==> src/rtl/icache_if.sv <==
// icache bus bundle: IF-side fetch port (mem_*) and line-fill port (pmem_*).
// slave = cache side, master = IF stage plus physical memory side.
interface icache_if;
  logic [31:0]  mem_address;
  logic         mem_read;
  logic [31:0]  mem_rdata;
  logic         mem_resp;
  logic [31:0]  pmem_address;
  logic         pmem_read;
  logic [255:0] pmem_rdata;
  logic         pmem_resp;

  modport slave (
    input  mem_address, mem_read,
    output mem_rdata, mem_resp,
    output pmem_address, pmem_read,
    input  pmem_rdata, pmem_resp
  );

  modport master (
    output mem_address, mem_read,
    input  mem_rdata, mem_resp,
    input  pmem_address, pmem_read,
    output pmem_rdata, pmem_resp
  );
endinterface

==> src/rtl/icache.sv <==
// icache: read-only 2-way set-associative I-cache, 256-bit lines, LRU.
// Ports: clk, rst (sync, active-high), bus (icache_if.slave).
// Optional: ICACHE_FILL_FORWARD_EN forwards fill data in the pmem_resp cycle.
module icache #(
  parameter int s_index  = 3,
  parameter int s_offset = 5
) (
  input  logic      clk,
  input  logic      rst,
  icache_if.slave   bus
);
  localparam int TAG_W = 32 - s_offset - s_index;
  localparam int SETS  = 1 << s_index;
  localparam int LINE_W = 32 - s_offset;

  typedef enum logic {IDLE, FILL} state_t;

  state_t state, state_n;

  logic [TAG_W-1:0]    tag;
  logic [s_index-1:0]  idx;
  logic [s_offset-3:0] word;

  logic [1:0]       valid_q [SETS];
  logic [TAG_W-1:0] tag_q   [SETS][2];
  logic [255:0]     data_q  [SETS][2];
  logic [SETS-1:0]  lru_q;

  logic [LINE_W-1:0]  miss_line;
  logic               victim_q;
  logic [s_index-1:0] miss_idx;
  logic [TAG_W-1:0]   miss_tag;

`ifdef ICACHE_FILL_FORWARD_EN
  logic [s_offset-3:0] miss_word;
`endif

  logic         hit0, hit1, hit, miss;
  logic         hit_way, victim_n, fill_done;
  logic [255:0] hit_line;
  logic [7:0]   word_bit;

  assign tag  = bus.mem_address[31 -: TAG_W];
  assign idx  = bus.mem_address[s_offset +: s_index];
  assign word = bus.mem_address[s_offset-1:2];
  assign word_bit = 8'({word, 5'b0});

  assign miss_idx = miss_line[s_index-1:0];
  assign miss_tag = miss_line[s_index +: TAG_W];

  assign hit0 = valid_q[idx][0] && (tag_q[idx][0] == tag);
  assign hit1 = valid_q[idx][1] && (tag_q[idx][1] == tag);
  assign hit  = (state == IDLE) && bus.mem_read && (hit0 || hit1);
  assign miss = (state == IDLE) && bus.mem_read && !(hit0 || hit1);

  // Both ways never hold the same line, so way 0 priority is safe.
  assign hit_way  = !hit0;
  assign hit_line = data_q[idx][hit_way];

  // Fill invalid ways first, way 0 before way 1, then the LRU way.
  assign victim_n = !valid_q[idx][0] ? 1'b0 :
                    !valid_q[idx][1] ? 1'b1 : lru_q[idx];

  assign fill_done = (state == FILL) && bus.pmem_resp;

  always_ff @(posedge clk) begin
    if (rst) state <= IDLE;
    else     state <= state_n;
  end

  always_comb begin
    state_n = state;
    unique case (state)
      IDLE: if (miss) state_n = FILL;
      FILL: if (bus.pmem_resp) state_n = IDLE;
      default: state_n = IDLE;
    endcase
  end

  always_comb begin
    bus.mem_resp     = 1'b0;
    bus.mem_rdata    = '0;
    bus.pmem_read    = 1'b0;
    bus.pmem_address = '0;
    unique case (state)
      IDLE: begin
        if (hit) begin
          bus.mem_resp  = 1'b1;
          bus.mem_rdata = hit_line[word_bit +: 32];
        end
      end
      FILL: begin
        bus.pmem_read    = 1'b1;
        bus.pmem_address = {miss_line, {s_offset{1'b0}}};
`ifdef ICACHE_FILL_FORWARD_EN
        if (bus.pmem_resp && bus.mem_read) begin
          bus.mem_resp  = 1'b1;
          bus.mem_rdata = bus.pmem_rdata[8'({miss_word, 5'b0}) +: 32];
        end
`endif
      end
      default: ;
    endcase
  end

  always_ff @(posedge clk) begin
    if (rst) begin
      lru_q <= '0;
      for (int s = 0; s < SETS; s++) valid_q[s] <= 2'b00;
    end else begin
      if (hit) lru_q[idx] <= ~hit_way;
      if (fill_done) begin
        valid_q[miss_idx][victim_q] <= 1'b1;
        lru_q[miss_idx] <= ~victim_q;
      end
    end
  end

  always_ff @(posedge clk) begin
    if (miss) begin
      miss_line <= bus.mem_address[31:s_offset];
      victim_q  <= victim_n;
`ifdef ICACHE_FILL_FORWARD_EN
      miss_word <= word;
`endif
    end
    if (fill_done) begin
      tag_q[miss_idx][victim_q]  <= miss_tag;
      data_q[miss_idx][victim_q] <= bus.pmem_rdata;
    end
  end
endmodule

==> src/flat_wrapper.sv <==
// flat-port wrapper written by rule: the top's interface ports become plain ports
module icache_flat 
#(
  parameter int s_index  = 3,
  parameter int s_offset = 5
)
  (clk, rst, bus_mem_address, bus_mem_read, bus_mem_rdata, bus_mem_resp, bus_pmem_address, bus_pmem_read, bus_pmem_rdata, bus_pmem_resp);
  icache_if bus_i ();
  input  logic clk;
  input  logic rst;
  input wire logic [$bits(bus_i.mem_address)-1:0] bus_mem_address;
  input wire logic [$bits(bus_i.mem_read)-1:0] bus_mem_read;
  output wire logic [$bits(bus_i.mem_rdata)-1:0] bus_mem_rdata;
  output wire logic [$bits(bus_i.mem_resp)-1:0] bus_mem_resp;
  output wire logic [$bits(bus_i.pmem_address)-1:0] bus_pmem_address;
  output wire logic [$bits(bus_i.pmem_read)-1:0] bus_pmem_read;
  input wire logic [$bits(bus_i.pmem_rdata)-1:0] bus_pmem_rdata;
  input wire logic [$bits(bus_i.pmem_resp)-1:0] bus_pmem_resp;
  assign bus_i.mem_address = bus_mem_address;
  assign bus_i.mem_read = bus_mem_read;
  assign bus_mem_rdata = bus_i.mem_rdata;
  assign bus_mem_resp = bus_i.mem_resp;
  assign bus_pmem_address = bus_i.pmem_address;
  assign bus_pmem_read = bus_i.pmem_read;
  assign bus_i.pmem_rdata = bus_pmem_rdata;
  assign bus_i.pmem_resp = bus_pmem_resp;
  icache #(.s_index(s_index), .s_offset(s_offset)) u_core (.clk(clk), .rst(rst), .bus(bus_i));
endmodule
==> config.mk <==
export PLATFORM = sky130hd
export DESIGN_NAME = icache_flat
export DESIGN_NICKNAME = d
export VERILOG_FILES = /design/src/rtl/icache_if.sv /design/src/rtl/icache.sv /design/src/flat_wrapper.sv
export SDC_FILE = /design/constraint.sdc
export NUM_CORES = 2
export LEC_CHECK = 0
export CORE_ASPECT_RATIO = 1.1
export CORE_MARGIN = 2
export CORE_UTILIZATION = 30
export DETAILED_ROUTE_END_ITERATION = 10
export GPL_ROUTABILITY_DRIVEN = 0
export PLACE_DENSITY = 0.49
export SYNTH_ARGS = -nofsm -noshare
export SYNTH_HDL_FRONTEND = slang
export SYNTH_MEMORY_MAX_BITS = 65536
export SYNTH_SLANG_ARGS = --single-unit
export TNS_END_PERCENT = 1
==> constraint.sdc <==
create_clock -name clk -period 40 [get_ports clk]
set_input_delay 8 -clock clk [delete_from_list [all_inputs] [get_ports clk]]
set_output_delay 8 -clock clk [all_outputs]
set_load 0.02 [all_outputs]
==> impl_metrics.yaml <==
sta:
  period_share_pct: 59.9
  finalMaxSlewViolations: 0
  rsz0062_at_grt: "no"
  slew_headroom_pct: 16.4
  finalHoldViolCount: 0
  max_freq_mhz: 41.8
  setup_viol_count_final: 0
  skew_ns: 0.0617
  setup_tns_ns: 0
  period_minus_slack_ns: 23.95
  worstMarginPinSlew_ns: 1.25
setup_path:
  start_kind: "input port"
  cp_max_fo: 96
  required_ns: 32.00
  end_kind: "output port"
  crit_type: "input port to output port"
  arrival_ns: 15.95
placement:
  placed_cell_area_um2: 181000
  port_buffers: 350
  dpl.hpwl_um: 332000
  placedCellCount: 16600
floorplanning:
  die_h_um: 789
  start_util_pct: 30.1
  coreArea_um2: 559000
  die_x_um: 717
  io_pins: 358
  placementRows: 288
  dieArea_um2: 566000
synth:
  synth_area_um2: 168000
  syn_inst: 9133
  yosysTopAreaCell: "edfxtp_1"
  synth.area.top_cells: "edfxtp_1 (81%), o22ai_1 (5.1%), mux2_2 (2.0%)"
  yosysMostFrequentCell: "edfxtp_1"
  ys_seq_area_share_pct: 80.9
  synth_top_area_share_pct: 80.6
  synth.top_cells.by_count: "edfxtp_1 (4,508), o22ai_1 (1,382), mux2_2 (294)"
  synth_ff_type: "edfxtp_1"
  synth-edff-count: 4508
  yosysWarnings: 0
  async_flop_share_pct: 0
  syn_area_per_cell_um2: 18.4
  ys_seq_elements: 4533
  synth_cell_types: 80
clocking:
  cts_buffers: 460
  clk_latency_ns: 0.99
  hold_buffers: 0
  postCtsSetupBuffers: 0
  cts_resized: 0
  clock-sinks: 4533
  tritoncts: "built"
  clkTransAtPathRegs_ns: 0.06
  cts_root_buf: "clkbuf_16"
  htreeDepth: 5
  cts.path.max_buffers: 4
global_routing:
  grt.met1_usage_pct: 27.9
  grt_start_max_net_pins: 98
  use_met2_pct: 34.1
  grt_first_pass_wirelength_um: 817000
  gr-max-usage-layer: "met2"
  grt-ovfl-total: 0
  track_usage_pct: 20.7
  antenna_found_initial: 197
  use_met3_pct: 4.04
  grt_pass1_vias: 96200
flow_run:
  max-cap-violations: 0
status:
  status: "completed"
final_layout:
  filler_cell_count: 52200
  layout-drive-gt1-share_pct: 14.1
  fin_area_um2: 195000
  finalNonFillerCells: 17400
  final_util_pct: 34.9
  multiInputGateArea_um2: 29500
  layout-area-overhead-vs-synth_pct: 16.2
  final_nets: 9920
  register_area_um2: 136000
power:
  total_leakage_power_uw: 0.0595
  sw_frac_of_total_pct: 22.0
  p_switching_uw: 2180
  seqPwrFrac_pct: 53.2
  intPower_uw: 7710
  ir_drop_uv: 42.3
  power.density_nw_per_um2: 50.7
  comb_power_share_pct: 5.1
  pwr-share-clk_pct: 41.7
hold_path:
  min_path_type: "register to register"
drt:
  first_pass_iters: 6
  detail-route-antenna-nets: 0
  via_per_inst: 5.60
  drc: 0
  dr_total_vias: 97600
  wirelength_um: 609000
  drt-wirelength-per-cell_um: 34.9
  dr.first_iter.drc_count: 13100
[layer usage]
layer / routed length (um) / vias up / share of wire [%]
li1: - / 39400 / -
met1: 247000 / 52300 / 41
met2: 290000 / 4919 / 48
met3: 53100 / 933 / 8.7
met4: 17800 / 68 / 2.9
met5: 425 / - / 0.070
[path summary, 6_finish.rpt]
check,from,to,slack (ns),cells after the start
setup / recovery,bus_mem_address[6],bus_mem_rdata[10],16.05,17
hold / removal,u_core.valid_q[2][1],u_core.valid_q[2][1],0.47,2
setup reg to reg,u_core.state,u_core.data_q[4][407],34.85,8
hold reg to reg,u_core.valid_q[2][1],u_core.valid_q[2][1],0.47,2
[layout make-up]
class                      count  share of cell area [%]
antenna                       55                  0.0705
multi-input combinational   3983                    15.1
sequential                  4533                    69.6
tap                         7395                    4.74
clock inverter               263                    1.14
timing repair buffer         640                    3.11
clock buffer                 568                    6.16
inverter                      10                  0.0256
[placed cells by master, fill, tap and decap left out, drive strengths merged, types with 13 or more instances in the layout]
cell type and instances:
a221oi 55, mux4 116, nor4 195, a22oi 41, clkdlybuf4s50 344, diode 55, inv 28, a22o 13
nand3 37, a31oi 15, clkbuf 568, and2 39, nor3 95, dfxtp 25, o21ai 169, buf 296
or4 34, o211ai 24, mux2i 251, o22ai 1382, o2111ai 16, bufinv 30, nand2 139, a211oi 69
a221o 13, o221ai 202, clkinv 208, edfxtp 4508, a211o 16, a21oi 203, o22a 77, xor2 27
nor2 276, a2111oi 35, mux2 296
[through the flow]
| step | power, uW | hold slack (ns) | setup slack, ns |
|---|---|---|---|
| after floorplan | 5590 | 0.433 | 3.75 |
| after global placement | 5850 | 0.445 | 16.16 |
| after detailed placement | 5860 | 0.459 | 16.18 |
| after CTS | 9940 | 0.475 | 16.15 |
| after global routing | 10100 | 0.507 | 15.95 |
| final | 9890 | 0.475 | 16.05 |
[registers in the layout, summed over array words and instances (netlist names)]
register / cells
u_core.data_q: 4096
u_core.valid_q: 16
u_core.lru_q: 8
u_core.tag_q: 384
u_core.miss_line: 27
u_core.state: 1
u_core.victim_q: 1
[critical path, stage by stage]
cell,delay [ns]
buf_8,0.46
buf_4,0.47
buf_12,0.51
nand2b_2,0.27
buf_4,0.56
o22ai_1,0.19
a221oi_1,0.33
xor2_1,0.23
nor4_1,0.64
nand4_1,0.19
o41ai_2,0.67
nand2_4,0.04
buf_4,0.30
buf_4,0.40
a2111oi_1,0.73
o32a_1,0.73
clkdlybuf4s50_1,0.74
[cell families (layout without fill, tap and decap cells)]
| logic type | Yosys count | after routing | synth area share [%] |
|---|---|---|---|
| compound gates | 2395 | 2395 | 9.54 |
| flops | 4533 | 4533 | 80.9 |
| buf+inv | 621 | 1481 | 1.72 |
| mux | 663 | 663 | 5.04 |
| xor+xnor | 37 | 37 | 0.193 |
| other cells | 1 | 60 | 0.00223 |
| simple gates | 883 | 883 | 2.62 |
[power groups by stage]
stage               combinational [uW]  sequential (uW)  clock, uW
global route                       522             5260       4360
floorplan                          220             5370          0
detailed placement                 497             5360          0
CTS                                498             5260       4180
global placement                   490             5360          0
finish                             501             5260       4130
(Power assumes the default switching activity.)
